--- src/rtl/tape_csw_player.sv ---
// CSW-v1 style pulse replayer: pulls one pulse length per byte (zero byte escapes to a
// 32-bit little-endian length) and toggles tape_in at the end of every pulse.
module tape_csw_player #(
  parameter int unsigned SAMPLE_DIV = 91
) (
  input  logic       clk,
  input  logic       reset,
  input  logic       ce,
  input  logic       motor,
  input  logic       rewind,
  input  logic [7:0] in_data,
  input  logic       in_valid,
  input  logic       in_last,
  output logic       in_ready,
  output logic       tape_in,
  output logic       active,
  output logic       underrun
);

  typedef enum logic [2:0] {
    S_IDLE, S_FETCH, S_EXT0, S_EXT1, S_EXT2, S_EXT3, S_RUN, S_DONE
  } state_t;

  localparam logic [15:0] CNT_MAX = 16'(SAMPLE_DIV - 1);

  state_t      state_q, state_d;
  logic [31:0] len_q, len_d;
  logic [15:0] sample_cnt_q, sample_cnt_d;
  logic        tape_q, tape_d;
  logic        underrun_q, underrun_d;
  logic        last_q, last_d;
  logic        loading;
  logic        accept;

  always_ff @(posedge clk) begin
    if (reset || rewind) begin
      state_q      <= S_IDLE;
      len_q        <= '0;
      sample_cnt_q <= '0;
      tape_q       <= 1'b0;
      underrun_q   <= 1'b0;
      last_q       <= 1'b0;
    end else begin
      state_q      <= state_d;
      len_q        <= len_d;
      sample_cnt_q <= sample_cnt_d;
      tape_q       <= tape_d;
      underrun_q   <= underrun_d;
      last_q       <= last_d;
    end
  end

  always_comb begin
    state_d      = state_q;
    len_d        = len_q;
    sample_cnt_d = sample_cnt_q;
    tape_d       = tape_q;
    underrun_d   = underrun_q;
    last_d       = last_q;

    loading  = (state_q == S_FETCH) || (state_q == S_EXT0) || (state_q == S_EXT1) ||
               (state_q == S_EXT2) || (state_q == S_EXT3);
    in_ready = motor && loading;
    active   = motor && (loading || (state_q == S_RUN));
    accept   = in_ready && in_valid;

    // With motor low nothing advances; the player resumes exactly where it stopped.
    if (motor) begin
      if (ce && loading && !in_valid) underrun_d = 1'b1;
      case (state_q)
        S_IDLE: state_d = S_FETCH;
        S_FETCH: if (accept) begin
          if (in_last) last_d = 1'b1;
          if (in_data != 8'd0) begin
            len_d        = {24'd0, in_data};
            sample_cnt_d = '0;
            state_d      = S_RUN;
          end else begin
            len_d   = '0;
            state_d = S_EXT0;
          end
        end
        S_EXT0: if (accept) begin
          len_d[7:0] = in_data;
          state_d    = in_last ? S_DONE : S_EXT1;
        end
        S_EXT1: if (accept) begin
          len_d[15:8] = in_data;
          state_d     = in_last ? S_DONE : S_EXT2;
        end
        S_EXT2: if (accept) begin
          len_d[23:16] = in_data;
          state_d      = in_last ? S_DONE : S_EXT3;
        end
        S_EXT3: if (accept) begin
          len_d[31:24] = in_data;
          if ({in_data, len_q[23:0]} == 32'd0) len_d = 32'd1;
          if (in_last) last_d = 1'b1;
          sample_cnt_d = '0;
          state_d      = S_RUN;
        end
        S_RUN: if (ce) begin
          if (sample_cnt_q == CNT_MAX) begin
            sample_cnt_d = '0;
            if (len_q == 32'd1) begin
              tape_d  = ~tape_q;
              state_d = last_q ? S_DONE : S_FETCH;
            end else begin
              len_d = len_q - 32'd1;
            end
          end else begin
            sample_cnt_d = sample_cnt_q + 16'd1;
          end
        end
        S_DONE: state_d = S_DONE;
        default: state_d = S_IDLE;
      endcase
    end
  end

  assign tape_in  = tape_q;
  assign underrun = underrun_q;

endmodule
--- config.mk ---
export PLATFORM = sky130hd
export DESIGN_NAME = tape_csw_player
export DESIGN_NICKNAME = d
export VERILOG_FILES = /design/src/rtl/tape_csw_player.sv
export SDC_FILE = /design/constraint.sdc
export NUM_CORES = 1
export LEC_CHECK = 0
export ABC_AREA = 0
export CORE_MARGIN = 2
export CORE_UTILIZATION = 65
export CTS_BUF_LIST = sky130_fd_sc_hd__clkbuf_16
export DETAILED_ROUTE_END_ITERATION = 7
export PLACE_DENSITY = 0.95
export SLEW_MARGIN = 20
export SYNTH_ARGS = -nofsm -noshare
export SYNTH_HDL_FRONTEND = slang
export SYNTH_SLANG_ARGS = --single-unit
--- constraint.sdc ---
create_clock -name clk -period 6.26 [get_ports clk]
set_input_delay 1.878 -clock clk [delete_from_list [all_inputs] [get_ports clk]]
set_output_delay 1.878 -clock clk [all_outputs]
set_load 0.005 [all_outputs]
# Word-level counts from Yosys, hierarchy flattened

Index checks and enable logic that the tools add are counted.

Logic and storage cells: 93
Bits in registers: 54

Add/subtract/negate cells: 2
Bitwise gates (word level): 1
Multiplexer cells: 32
Reductions and logical operators: 29
Equal/unequal tests: 20

Operators by type and width:

| cell                                                                    | number |
|---|---|
| 32-bit two-way mux                                                      | 6 |
| 8-bit case mux with 4 select lines                                      | 3 |
| 16-bit two-way mux                                                      | 5 |
| 16-bit case mux with 3 select lines                                     | 1 |
| 9-bit AND reduction                                                     | 4 |
| 3-bit two-way mux                                                       | 11 |
| 32-bit by 1-bit == test with 1-bit output, second input constant        | 1 |
| 32-bit logical NOT                                                      | 1 |
| 32-bit by 1-bit subtractor with 32-bit output, second input constant    | 1 |
| 3-bit case mux with 8 select lines                                      | 1 |
| 8-bit case mux with 3 select lines                                      | 1 |
| 16-bit by 1-bit adder with 16-bit output, second input constant         | 1 |
| 16-bit by 7-bit == test with 1-bit output, second input constant        | 1 |
| 8-bit two-way mux                                                       | 2 |
| 2-bit inequality test, second input constant                            | 7 |
| 3-bit == test, second input constant                                    | 4 |
| 4-bit nonzero test                                                      | 3 |
| 2-bit by 1-bit inequality test with 1-bit output, second input constant | 4 |
| 8-bit nonzero test                                                      | 1 |
| 7-bit AND reduction                                                     | 1 |
| 3-bit by 2-bit == test with 1-bit output, second input constant         | 2 |
| 1-bit logical OR                                                        | 6 |
| 6-bit AND reduction                                                     | 1 |
| 1-bit logical AND                                                       | 5 |
| 10 further kinds                                                        | 11 |

# Logic depth before layout (Yosys ltp)

Depth in word-level cells: 9
Mapped depth: 9
Mapped depth without buffers: 8

# Least setup slack after synthesis

Ideal clock, no wire load.

Path type: input to output
Start: in motor
End: out in_ready
Setup slack: 1.893 ns
Arrival time: 2.489 ns
Stages on the path: 3
Required time: 4.382 ns
Buffers on the path: 1
Path through: clkbuf_1 > o21ai_0 > a21oi_1

Cells in the longest elaborated chain, start to end: 1

Ends and longest elaborated chain:

| item               | RTL line | RTL |
|---|---|---|
| start: declaration | 9        | `input logic motor,` |
| 1-bit logical AND  | 63       | `in_ready = motor && loading;` |
| end: declaration   | 14       | `output logic in_ready,` |

Every way passes these cells.

# Worst setup path after layout

Start: in motor
End: out active

Cells in the longest elaborated chain, start to end: 1

Ends and longest elaborated chain:

| item              | RTL line | RTL |
|---|---|---|
| 1-bit logical AND | 64       | `active = motor && (loading \|\| (state_q == S_RUN));` |
| end: declaration  | 16       | `output logic active,` |

Every way passes these cells.

==> summary by stage <==
Clocking
Buffers added to address setup during post-CTS repair amount to 0. The sink count of the clock tree is between 50 and 60. Counting along the longest clock path gives a buffer depth of 2. The H-tree was split into 2 levels. The later pin in the worst-skew pair is clocked with a latency of 290 ps.

The count of cells resized by post-cts repair is 0. The tree is rooted in a sky130_fd_sc_hd__clkbuf_16. TritonCTS built the clock tree. In this run, post-CTS hold repair placed 0 buffers. Clock tree synthesis inserted a total of 5 buffers. The post-CTS clock slew at the launch and capture registers of the worst setup and hold paths is 70 ps.

Die
The total die area is approximately 6000 um2. The core region is between 5000 and 6000 um2. For this configuration, the core starts out at a cell density of 67.76%. The total I/O pin count is 19.

The die height is about 77 um. The floorplan step set the die width to just under 80 um. The number of rows created at floorplan is 26.

Timing
Final hold analysis gives a worst-case slack of around 480 ps. The headroom to the max-slew limit is a little over two fifths. For the pin with the worst max-slew slack, the measured transition is ~860 ps. The setup TNS is 0 ps. The final count of pins violating max slew is 0.

The hold violation total from the final report is 0. Subtracting the final worst setup slack from the clock period gives around 5400 ps. Setup repair after global routing left no endpoint under its margin. Between clock sinks in the finished design, the worst skew comes to 9.754 ps. Dividing the final minimum period by the clock period gives 86.12%. The timing-limited maximum frequency is 0.1855 GHz. The worst-case setup margin in the final layout is 869.0 ps. Setup violations remaining at the end of the flow were counted as 0.

Worst setup path
The reg-to-reg setup timing slack is between 2000 and 3000 ps. The critical path is of the input pin to output pin type. The worst register-to-register path begins at len_q[0]$_SDFFE_PP0P_.

The end point of the critical path is active. In this run the worst path has a maximum fanout of 10. In this run the critical register-to-register path is captured at len_q[2]$_SDFFE_PP0P_. The launching instance or port of the critical path is motor. The data arrival time of the worst path is ~3500 ps. The critical path data required time is around 4400 ps. The kind of end point of the critical path is an output pin. The worst reg2reg path depth is 8. STA classifies the critical path startpoint as an input pin.

Placed design
After legalization and detailed placement, the total HPWL measured 6595 um. Port buffering added 18 buffers. The post-placement setup slack is 885.7 ps. At the end of routability-driven placement, the weighted congestion stood at 0.9931.

Synthesis
During synthesis, Yosys emitted a total of 0 warnings. Yosys mapped a number of flops with a built-in enable equal to 0. The async set-or-reset flop fraction in the synthesized netlist is 0%. The sequential share of the synthesized area is 31.24%. Sorting the synthesized cells by area gives the leading types as sky130_fd_sc_hd__dfxtp_1 (31%), sky130_fd_sc_hd__nor2_1 (6.2%), sky130_fd_sc_hd__a21oi_1 (4.3%). The largest total area in the synthesized netlist belongs to sky130_fd_sc_hd__dfxtp_1. In the synthesized netlist the dominant register cell turns out to be sky130_fd_sc_hd__dfxtp_1. The top cell type by area accounts for between 30% and 40% of the synthesized area. Counting flops and latches in the post-synthesis netlist gives 54. The number of different library cells used by synthesis comes to between 60 and 70. The number of nets in the synthesized netlist is 460. The number of instances in the synthesized netlist is about 440. The mean post-synth cell area is slightly below 8 um2. After synthesis the cells add up to approximately 3500 um2.

Route
The detail route stage leaves a number of antenna-violating nets equal to 0. The first routing iteration left 528 violations. The final layout contains routed wiring with a total length of ~9500 um. For this run, design rule violations remaining after detail routing come to 0. The number of iterations in the first detailed-routing pass is 6.

The post-detailed-route via-to-cell ratio is between 7 and 8. Across all layers, the routed design uses around 3600 vias. After detailed routing, the average wire length per cell comes to about 18 um.

Global route
The most crowded layer after global routing is met2. The via count of the first global-routing pass came to roughly 3200. The total overflow left after global routing is 0. The first-pass GRT wire length is roughly 15000 um. The met3 capacity usage during global routing is between 5 and 6%.

The global-route track usage on met1 is approximately 44%. Global routing used about a third of the available tracks across all layers. The initial antenna violation count is 0.

Entering global routing, the biggest net connects 27 pins. Global routing used 50.35% of the available met2 tracks.

Cells and area
The repair_antennas step left the layout with diodes totalling 0. The top cell types in the final layout, fill and taps aside, are sky130_fd_sc_hd__nor2_1 (57), sky130_fd_sc_hd__dfxtp_1 (54), sky130_fd_sc_hd__nand2_1 (35), sky130_fd_sc_hd__a21oi_1 (30), sky130_fd_sc_hd__o21ai_0 (22). The final layout contains about 470 nets. The relative area change from synthesis to final layout is 9.255%. The most frequent standard cell in the layout excluding fill and tap cells is sky130_fd_sc_hd__nor2_1.

Fill cells in the final layout number 406. The fraction of final layout cells with drive strength greater than 1 is under 10%.

Run status
The flow ran to the end, and the final reports show no timing, DRC or antenna violations.

Power and ir drop
The power density of the placed cells is ~180 nW/um2. Summed over all cells, the static leakage comes to approximately 1.3 nW. The maximum resistive drop on vdd is 0.0001855 V. The total power is between 0.6 and 0.7 mW.

Worst hold path
The tightest min-delay check is of the flop to flop type.

Flow run
The number of maximum-capacitance violations is 0.
[metal layers]
layer  vias to the layer above  routed length (um)
li1                       1677                   -
met1                      1660                3949
met2                       251                4205
met3                        56                1032
met4                         0                 327
met5                         -                   0
[state kept, by name, summed over array words and instances (netlist names)]
name	flops
state_q	3
len_q	32
last_q	1
tape_in	1
sample_cnt_q	16
underrun	1
[cells by family after synthesis]
family | count (synthesis) | synth area share (%)
compound gates | 126 | 25.31
xor+xnor | 23 | 5.821
fa+ha+maj | 4 | 1.446
buf+inv | 36 | 4.591
flops | 54 | 31.24
simple gates | 198 | 31.60
[worst max-delay path: stages]
cell and delay (ps):
sky130_fd_sc_hd__clkdlybuf4s50_1 700, sky130_fd_sc_hd__o21ai_0 190, sky130_fd_sc_hd__a31oi_1 200, sky130_fd_sc_hd__clkdlybuf4s50_1 540
[stage by stage]
stage / instance area [um2] / cells / util, %
finish: 3781 / 516 / 74.03
global route: 3781 / 516 / 74.03
CTS: 3781 / 516 / 74.03
detailed placement: 3645 / 509 / 71.36
global placement: 3645 / 509 / 71.36
floorplan: 3461 / 441 / -
[synth_stat cells (5+ instances only)]
master and count:
sky130_fd_sc_hd__inv_1 12, sky130_fd_sc_hd__xnor2_1 11, sky130_fd_sc_hd__a211oi_1 6, sky130_fd_sc_hd__o21ai_0 22
sky130_fd_sc_hd__or2_2 6, sky130_fd_sc_hd__a21oi_1 30, sky130_fd_sc_hd__dfxtp_1 54, sky130_fd_sc_hd__nor2_1 57
sky130_fd_sc_hd__o21ai_1 10, sky130_fd_sc_hd__clkbuf_1 18, sky130_fd_sc_hd__a32o_1 5, sky130_fd_sc_hd__nand3_1 9
sky130_fd_sc_hd__or3_1 10, sky130_fd_sc_hd__nor3_1 20, sky130_fd_sc_hd__nor4_1 16, sky130_fd_sc_hd__a221oi_1 8
sky130_fd_sc_hd__nand2_1 35, sky130_fd_sc_hd__xor2_1 12, sky130_fd_sc_hd__or4_1 9
[how the worst min path moves through the flow]
stage                      startpoint                endpoint  slack, ps  cells past startpoint
6_report        underrun$_SDFFE_PP0P_   underrun$_SDFFE_PP0P_        480                      2
5_1_grt        len_q[19]$_SDFFE_PP0P_  len_q[19]$_SDFFE_PP0P_        510                      2
4_1_cts        len_q[19]$_SDFFE_PP0P_  len_q[19]$_SDFFE_PP0P_        480                      2
3_5_place_dp    underrun$_SDFFE_PP0P_   underrun$_SDFFE_PP0P_        460                      2
3_3_place_gp   len_q[19]$_SDFFE_PP0P_  len_q[19]$_SDFFE_PP0P_        460                      2
2_1_floorplan  len_q[19]$_SDFFE_PP0P_  len_q[19]$_SDFFE_PP0P_        450                      2
[layout make-up]
cell class                      instances  area [um2]  share of cell area [%]
Clock buffer                            5       125.1                   3.309
Clock inverter                          2       11.26                  0.2978
Inverter                               12       45.04                   1.191
Multi-Input combinational cell        351        2221                   58.74
Sequential cell                        54        1081                   28.59
Tap cell                               70       87.58                   2.316
Timing Repair Buffer                   22       210.2                   5.559
[where the power goes]
part	switching (mW)	internal [mW]
Combinational	0.0474	0.0296
Clock	0.123	0.145
Sequential	0.00351	0.345
Total	0.174	0.519
Note: power is estimated with default switching activity, not from simulation.
